$ cat src/rtl/id_ex_stage.sv
// ID->EX pipeline register with EX/MEM and MEM/WB operand forwarding.
// Holds the decoded instruction for one cycle, resolves RAW hazards onto the
// ALU operand outputs, and honours stall (hold) and flush (bubble) requests.
module id_ex_stage #(
    parameter int DSIZE = 16,
    parameter int ASIZE = 4
) (
    input  logic             clk,
    input  logic             rst_n,
    input  logic             stall,
    input  logic             flush,
    input  logic             id_valid,
    input  logic [2:0]       id_op,
    input  logic [ASIZE-1:0] id_rs1_addr,
    input  logic [ASIZE-1:0] id_rs2_addr,
    input  logic [DSIZE-1:0] id_rs1_data,
    input  logic [DSIZE-1:0] id_rs2_data,
    input  logic [DSIZE-1:0] id_imm,
    input  logic             id_use_imm,
    input  logic [ASIZE-1:0] id_rd_addr,
    input  logic             id_wen,
    input  logic             exm_wen,
    input  logic [ASIZE-1:0] exm_rd_addr,
    input  logic [DSIZE-1:0] exm_result,
    input  logic             wb_wen,
    input  logic [ASIZE-1:0] wb_rd_addr,
    input  logic [DSIZE-1:0] wb_result,
    output logic             ex_valid,
    output logic [2:0]       ex_op,
    output logic [DSIZE-1:0] ex_a,
    output logic [DSIZE-1:0] ex_b,
    output logic [ASIZE-1:0] ex_rd_addr,
    output logic             ex_wen
);

    logic             valid_q;
    logic [2:0]       op_q;
    logic [ASIZE-1:0] rs1_q;
    logic [ASIZE-1:0] rs2_q;
    logic [DSIZE-1:0] a_q;
    logic [DSIZE-1:0] b_q;
    logic [DSIZE-1:0] imm_q;
    logic             use_imm_q;
    logic [ASIZE-1:0] rd_q;
    logic             wen_q;

    logic [DSIZE-1:0] fwd_a;
    logic [DSIZE-1:0] fwd_b;

    // Forwarding muxes: EX/MEM (younger) beats MEM/WB; register 0 never forwards.
    always_comb begin
        fwd_a = a_q;
        if (exm_wen && (exm_rd_addr == rs1_q) && (rs1_q != '0)) begin
            fwd_a = exm_result;
        end else if (wb_wen && (wb_rd_addr == rs1_q) && (rs1_q != '0)) begin
            fwd_a = wb_result;
        end

        fwd_b = b_q;
        if (exm_wen && (exm_rd_addr == rs2_q) && (rs2_q != '0)) begin
            fwd_b = exm_result;
        end else if (wb_wen && (wb_rd_addr == rs2_q) && (rs2_q != '0)) begin
            fwd_b = wb_result;
        end
    end

    // Pipeline register: flush beats stall beats capture.
    always_ff @(posedge clk or negedge rst_n) begin
        if (!rst_n) begin
            valid_q   <= 1'b0;
            op_q      <= '0;
            rs1_q     <= '0;
            rs2_q     <= '0;
            a_q       <= '0;
            b_q       <= '0;
            imm_q     <= '0;
            use_imm_q <= 1'b0;
            rd_q      <= '0;
            wen_q     <= 1'b0;
        end else if (flush) begin
            valid_q   <= 1'b0;
            op_q      <= '0;
            rs1_q     <= '0;
            rs2_q     <= '0;
            a_q       <= '0;
            b_q       <= '0;
            imm_q     <= '0;
            use_imm_q <= 1'b0;
            rd_q      <= '0;
            wen_q     <= 1'b0;
        end else if (stall) begin
            // Absorb forwarded values so a producer retiring during the stall is not lost.
            a_q <= fwd_a;
            b_q <= fwd_b;
        end else begin
            valid_q   <= id_valid;
            op_q      <= id_op;
            rs1_q     <= id_rs1_addr;
            rs2_q     <= id_rs2_addr;
            a_q       <= id_rs1_data;
            b_q       <= id_rs2_data;
            imm_q     <= id_imm;
            use_imm_q <= id_use_imm;
            rd_q      <= id_rd_addr;
            wen_q     <= id_wen & id_valid;
        end
    end

    // Output drive; immediate replaces rs2 entirely when selected.
    always_comb begin
        ex_valid   = valid_q;
        ex_op      = op_q;
        ex_a       = fwd_a;
        ex_b       = use_imm_q ? imm_q : fwd_b;
        ex_rd_addr = rd_q;
        ex_wen     = wen_q & valid_q;
    end

endmodule

$ cat config.mk
export PLATFORM = sky130hd
export DESIGN_NAME = id_ex_stage
export DESIGN_NICKNAME = d
export VERILOG_FILES = /design/src/rtl/id_ex_stage.sv
export SDC_FILE = /design/constraint.sdc
export NUM_CORES = 1
export LEC_CHECK = 0
export ABC_AREA = 1
export CORE_MARGIN = 2
export CORE_UTILIZATION = 41
export DETAILED_ROUTE_END_ITERATION = 10
export HOLD_SLACK_MARGIN = 0.02
export PLACE_DENSITY = 0.78
export RECOVER_POWER = 100
export SLEW_MARGIN = 0
export SYNTH_ARGS = -nofsm -noshare
export SYNTH_HDL_FRONTEND = slang
export SYNTH_SLANG_ARGS = --single-unit
$ cat constraint.sdc
create_clock -name clk -period 1.94 [get_ports clk]
set_input_delay 0.582 -clock clk [delete_from_list [all_inputs] [get_ports clk]]
set_output_delay 0.582 -clock clk [all_outputs]
set_load 0.02 [all_outputs]
**Yosys cells after proc, flatten, opt, wreduce, memory -nomap -nowiden**

Cells that the tools add are included.

- Eq/ne operators: 5
- Bitwise gates (word level): 2
- Mux-type cells: 25
- Reductions and logical operators: 10

Operators with widths:

| operator | number |
|---|---|
| $mux 16 | 11 |
| $mux 4 | 6 |
| $eq 4x4->1 | 4 |
| $logic_and 1x1->1 | 8 |
| $reduce_bool 4->1 | 2 |
| $mux 1 | 6 |
| $mux 3 | 2 |
| $and 1x1->1 | 2 |
| $ne 2x1->1 const B | 1 |

- Input port bits: 112
- Register bits: 66
- Word-level logic and storage cells: 52
- Output and inout bits: 41

**Longest topological paths before layout**

Gate-level depths: netlist of run 1.

- Depth in word-level cells: 7
- Mapped depth: 11
- Gate-level depth less buffers: 10

**Least setup slack after synthesis of run 1**

No wires, ideal clock.

- Path type: input to output
- Start point: input wb_rd_addr[1]
- End point: output ex_b[10]
- Slack: -0.161 ns
- Arrival time: 1.519 ns
- Stages: 9
- Data required time: 1.358 ns
- Cells stage by stage: inv_1 > nand2_1 > nand2_1 > nor2_4 > buf_2 > nand4_1 > nand3_2 > nand3_1 > nand2_1

- Longest elaborated chain between the ends: 6

RTL lines:

| item | line | RTL |
|---|---|---|
| start, declared | 26 | `input logic [ASIZE-1:0] wb_rd_addr,` |
| $eq 4x4->1 | 62 | `end else if (wb_wen && (wb_rd_addr == rs2_q) && (rs2_q != '0)) begin` |
| $logic_and 1x1->1 (2 in a row) | 62 |  |
| $mux 16 | 62 |  |
| $mux 16 | 60 | `if (exm_wen && (exm_rd_addr == rs2_q) && (rs2_q != '0)) begin` |
| $mux 16 | 114 | `ex_b = use_imm_q ? imm_q : fwd_b;` |
| end, declared | 31 | `output logic [DSIZE-1:0] ex_b,` |

No other way between the ends.

**Worst setup path after layout of run 1**

- Start point: register rs2_q[0]
- End point: output ex_b[6]

- Longest elaborated chain between the ends: 6

RTL lines:

| item | line | RTL |
|---|---|---|
| start, declared | 39 | `logic [ASIZE-1:0] rs2_q;` |
| start signal, assigned | 99 | `rs2_q <= id_rs2_addr;` |
| $eq 4x4->1 | 62 |  |
| $logic_and 1x1->1 (2 in a row) | 62 |  |
| $mux 16 | 62 |  |
| $mux 16 (*) | 60 |  |
| $mux 16 (*) | 114 |  |

Every way passes the cells marked *; elsewhere a longest branch is shown, timed or not.

==> results of run 1 <==
[routing by layer]
metal  up-vias  global-route usage  wire length [um]
met2       285               0.503              8220
met5         -                   0                 0
met4         0               0.144               660
li1       2221                   -                 -
met3        56              0.0544              1250
met1      2370               0.392              6540
[area by class of cell]
class                   count  area, sq um  share of cell area
repair buffers            243         2510               0.335
well taps                 133          166              0.0222
flip-flops and latches     66         1660               0.220
clock inverters             7          101              0.0135
inverters                  39          189              0.0252
clock buffers               9          124              0.0165
repair inverters            2         20.0             0.00267
multi-input cells         395         2740               0.365
[synthesized netlist by cell type (3+ instances only)]
library cell  number
a22o_1            24
and2_1            16
buf_2             11
buf_4              3
buf_6              3
clkbuf_1           9
dfrtp_1           66
inv_1             29
inv_2              7
nand2_1          180
nand2_2           26
nand3_1           64
nand3_2           20
nand4_1           32
nor2_1            12
o21ai_0            9
[flip-flops by register name, indices dropped and copies added, names as in the netlist]
signal / count
a_q: 16
b_q: 16
imm_q: 16
ex_rd_addr: 4
rs1_q: 4
rs2_q: 4
ex_op: 3
ex_valid: 1
use_imm_q: 1
wen_q: 1
[worst paths after layout]
kind | start | end | slack, ns | cells after the start
setup / recovery | rs2_q[0] | ex_b[6] | -0.76 | 13
hold / removal | wen_q | wen_q | 0.49 | 1
setup reg to reg | rs1_q[0] | a_q[0] | 0 | 13
hold reg to reg | wen_q | wen_q | 0.49 | 1
max in group asynchronous | rst_n | rs2_q[1] | 0.21 | 2
min in group asynchronous | rst_n | ex_op[1] | 0.69 | 2
[cell families after synthesis]
family,Yosys count
and+or+nand+nor,356
buffers and inverters,67
DFF,66
AOI/OAI and AO/OA,36
xor gates and xnor gates,2
[power groups by stage]
stage,Clock (W),Sequential (W),Combinational (W)
final,0.00136,0.00152,0.00146
after global routing,0.00144,0.00153,0.00155
after CTS,0.00136,0.00151,0.00138
after detailed placement,0,0.00153,0.00116
after global placement,0,0.00153,0.00114
after floorplan,0,0.00153,0.000548
[worst register-to-register path, stage by stage (launching register included)]
cell and delay, ns:
dfrtp_1 0.43, inv_2 0.09, nand2_2 0.08, nand2_2 0.06, nor2_4 0.13, buf_6 0.13, nand3_4 0.16, buf_6 0.17
nand2_2 0.05, nand3_2 0.08, buf_4 0.14, buf_4 0.12, nand3_1 0.07, nand2_1 0.09
[stage by stage]
| stage | cell area, sq um | hold slack (ns) | std cells | setup TNS (ns) |
|---|---|---|---|---|
| detailed placement | 6230 | 0.481 | 823 | -52.47 |
| floorplan | 4270 | 0.286 | 527 | -1.84 |
| CTS | 7290 | 0.249 | 894 | -20.54 |
| global placement | 6230 | 0.475 | 823 | -50.76 |
| finish | 7510 | 0.495 | 894 | -21.04 |
| global route | 7510 | 0.523 | 894 | -23.73 |
[repair_timing]
item	4_1_cts	5_1_grt
resized for setup	301	72
cloned	7	0
pin swaps	47	55
endpoints found under the setup margin	40	39
setup buffers	48	18
==> out/results.ini, run 1 <==
[run_status]
status=complete, but fails checks
violations=max-capacitance violations, max-slew violations, negative setup slack

[detailed_routing]
ant_nets=0
routed_wl_mm=16.7
viasPerCell=5.52
drc=0
firstDrtPassIters=5
drt-wirelength-per-cell_um=18.7
via_count=4932
drt_iter0_markers=301

[run]
cap_violations=1

[pwr]
netSwitchingFraction=0.322
power_switching_w=0.00140
finalPower_w=0.00434
power_density_nw_per_um2=578
ir_drop_uv=430
p_comb_frac=0.337
clkPwrFrac=0.313
p_int_w=0.00294
p_leak_nw=3.72
seq_power_share=0.350

[logic_synthesis]
synth_area_leaders=dfrtp_1 (41%), nand2_1 (17%), nand3_1 (7.9%)
synth_top_family_by_area=simple AND/OR/NAND/NOR gates
synth_cell_types=25
seq_area_frac_synth=0.408
synthXorXnorAreaFrac=0.00432
syn-cell-area_sq_um=4050
synth_top_flop_cell=dfrtp_1
synth-seq-cells=66
synthMuxAreaShare=0
syn_avg_cell_area_sq_um=7.69
synth_warnings=0
syn_inst=527
synthSimpleGateAreaFrac=0.445
synth_top_area_cell=dfrtp_1
synth_compound_area_frac=0.0685
synth_fa_ha_area_frac=0
postSynthNetCount=639
yosysTopAreaCellShare=0.408
synth_edf_count=0
async_flop_share=1.00

[worst_setup_path]
slowest_stage=dfrtp_1
path_cells=buf_6 -> nand2_4 -> nand2_4 -> nor2_4 -> buf_6 -> nand3_4 -> buf_12 -> buf_12 -> nand2_4 -> nand3_4 -> nand3_4 -> nand2_4 -> buf_6
cp_common_cell=nand2_4
start_kind=flip-flop
cp_top_family=buffers and inverters
crit_buf_inv=5
arrival_ns=2.12
crit_type=reg2out
cp_max_fo=7
max_stage_delay_ns=0.42
required_ns=1.36
endpoint_kind=output pin

[global_routing]
grt-ovfl-total=0
grt_max_degree=67
grt_pass1_vias=5064
antenna_found_initial=0
track_usage=0.306
grt_pass1_wl_mm=25.1

[timing]
finalCritPeriodShare=1.39
hold_viol_final=0
setup_ws_ns=-0.760
slew_violations=67
slew_headroom=-0.0307
max_slew.worst_pin.slew_ns=1.55
finalSetupViolCount=32
min_period_ns=2.70
rsz0062_at_grt=yes
fin_skew_ns=0.0108
clock.fmax_ghz=0.370

[clock_tree]
cts_max_level=3
insertion_delay_ns=0.36
cts_hold_buf=0
tritoncts=built
cts_root_buf=clkbuf_8
numClockSinks=66
clock_path_buffers=2
cts_inserted_buffers=9
clk_transition_reported_paths_ns=0.09

[die]
core_sq_um=9680
die_h_um=103
io_pins=153
initial_utilization=0.418
die_area_sq_um=10700
die_w_um=103
row_count=36

[cells_and_area]
syn_to_final_growth_pct=85.3
final_cell_mix=nand2_1 (130), clkdlybuf4s50_1 (102), dfrtp_1 (63)
num_antenna_cells=0
fillers=609
drive_above_1_share=0.426
layout_commonest_cell=nand2_1
final_core_util=0.775
final_nets=868

[place]
place_congestion=0.968
place.port_buffers=152
dp_hpwl_mm=10.3
place_ws_ns=-1.38

[worst_hold_path]
hp-class=reg2reg

Power figures use the tool's default switching activity.
==> run 2: changes to the inputs <==
CORE_ASPECT_RATIO = 1.2   (was not set)
==> run 2 against run 1 <==
The flow finishes with violations (negative setup slack). Sequential power is essentially flat. Via count grew 2.7%. Flip-flop and latch count is the same. Count of clock-buffer cells in the layout is the same. Global-route usage grew 1.3 points. Critical endpoint is now ex_b[1]. Largest cell class unchanged. Highest routed layer unchanged.
==> out/results.ini, run 2 (synthesized netlist as in run 1, its figures left out) <==
[run_status]
status=complete, but fails checks
violations=negative setup slack

[pwr]
p_int_w=0.00320
clkPwrFrac=0.352
p_leak_nw=3.65
ir_drop_uv=584
netSwitchingFraction=0.306
power_density_nw_per_um2=622
seq_power_share=0.330
power_switching_w=0.00141
p_comb_frac=0.318

[clock_tree]
cts_hold_buf=0
tritoncts=built
cts_root_buf=clkbuf_16
clk_transition_reported_paths_ns=0.06
clock_path_buffers=2
cts_max_level=3
numClockSinks=66
cts_inserted_buffers=9
insertion_delay_ns=0.33

[cells_and_area]
syn_to_final_growth_pct=82.8
final_cell_mix=nand2_1 (134), clkdlybuf4s50_1 (107), dfrtp_1 (64)
drive_above_1_share=0.411
final_nets=863
num_antenna_cells=0
layout_commonest_cell=nand2_1
final_cells=879
reg_top3=a_q: 16 flops, b_q: 16 flops, imm_q: 16 flops

[timing]
slew_headroom=0.362
finalSetupViolCount=32
rsz0062_at_grt=yes
finalCritPeriodShare=1.30
min_period_ns=2.51
max_slew.worst_pin.slew_ns=0.958
fin_skew_ns=0.00859
setup_ws_ns=-0.575
clock.fmax_ghz=0.398
slew_violations=0
hold_viol_final=0

[worst_hold_path]
hp-class=in2async

[detailed_routing]
ant_nets=0
drt-wirelength-per-cell_um=19.7
firstDrtPassIters=7
viasPerCell=5.76
drc=0
drt_iter0_markers=411
via_count=5064
routed_wl_mm=17.3

[worst_setup_path]
endpoint_kind=output pin
required_ns=1.36
start_kind=flip-flop
arrival_ns=1.93
crit_type=reg2out
cp_max_fo=6

[die]
row_count=39
die_w_um=94.8
core_sq_um=9560
die_h_um=113
initial_utilization=0.424
io_pins=153
die_area_sq_um=10700

[global_routing]
grt_pass1_vias=5269
antenna_found_initial=0
grt_max_degree=67
grt-ovfl-total=0
grt_pass1_wl_mm=26.6
track_usage=0.319

[place]
place.port_buffers=152
place_ws_ns=-1.39
dp.cells=818
place_congestion=0.922
dp_hpwl_mm=10.5

[run]
cap_violations=0

## run 2: cell types whose count changed in the layout (fill, tap and decap cells not counted), sizes merged
cell           previous run  this run
clkinvlp                  1         2
bufinv                    2         1
clkdlybuf4s50           102       107
inv                      39        40
clkinv                    6         4
dlygate4sd2               4         3
clkbuf                   15        13
nand3                    87        88
buf                     126       119
## run 2: stage by stage
step,cell area (sq um),util,TNS [ns],power (W),hold slack [ns]
final,7410,0.774,-16.92,0.00460,0.495
after global routing,7410,0.774,-19.07,0.00477,0.515
after detailed placement,6240,0.653,-54.24,0.00270,0.482
after global placement,6240,0.653,-52.39,0.00268,0.480
after floorplan,4270,-,-1.84,0.00208,0.286
after CTS,7310,0.765,-16.00,0.00452,0.283
## run 2: worst paths after layout
path,startpoint,to,slack (ns),depth (start not counted)
setup / recovery,rs2_q[1],ex_b[1],-0.57,10
hold / removal,rst_n,ex_op[1],0.50,2
setup reg to reg,rs1_q[1],a_q[13],0.08,13
hold reg to reg,wen_q,wen_q,0.50,1
max in group asynchronous,rst_n,rs2_q[0],0.76,2
min in group clk,wen_q,wen_q,0.50,1
## run 2: timing repair
action,in CTS,in global routing
cloned,6,0
setup buffers,32,13
endpoints found under the setup margin,48,34
gates resized for setup,325,25
pin swaps,79,48
## run 2: area by class of cell
cell class / count / area (sq um)
clock buffer: 9 / 225
clock inverter: 7 / 68.8
fill: 608 / 2160
inverter: 39 / 186
multi-input combinational: 396 / 2720
sequential: 66 / 1650
tap: 123 / 154
timing repair buffer: 238 / 2390
timing repair inverter: 1 / 8.76
## run 2: power by group through the flow
stage          sequential [W]  combinational [W]  clock [W]
2_1_floorplan         0.00153           0.000548          0
3_3_place_gp          0.00153            0.00115          0
3_5_place_dp          0.00153            0.00117          0
4_1_cts               0.00151            0.00139    0.00162
5_1_grt               0.00153            0.00154    0.00170
6_report              0.00152            0.00146    0.00162
## run 2: routing by layer
layer,share of wire,GRT usage,vias up
li1,-,-,2204
met1,0.35,0.364,2433
met2,0.51,0.566,337
met3,0.084,0.0546,90
met4,0.056,0.157,0
met5,0,0,-
## run 2: critical path, stage by stage, from the launching register on
cell     delay [ns]
dfrtp_2        0.42
inv_2          0.05
nand2_1        0.07
nand2_2        0.09
nor2_8         0.20
buf_4          0.17
nand4_1        0.19
nand3_4        0.13
nand3_2        0.08
nand2_2        0.09
buf_6          0.12
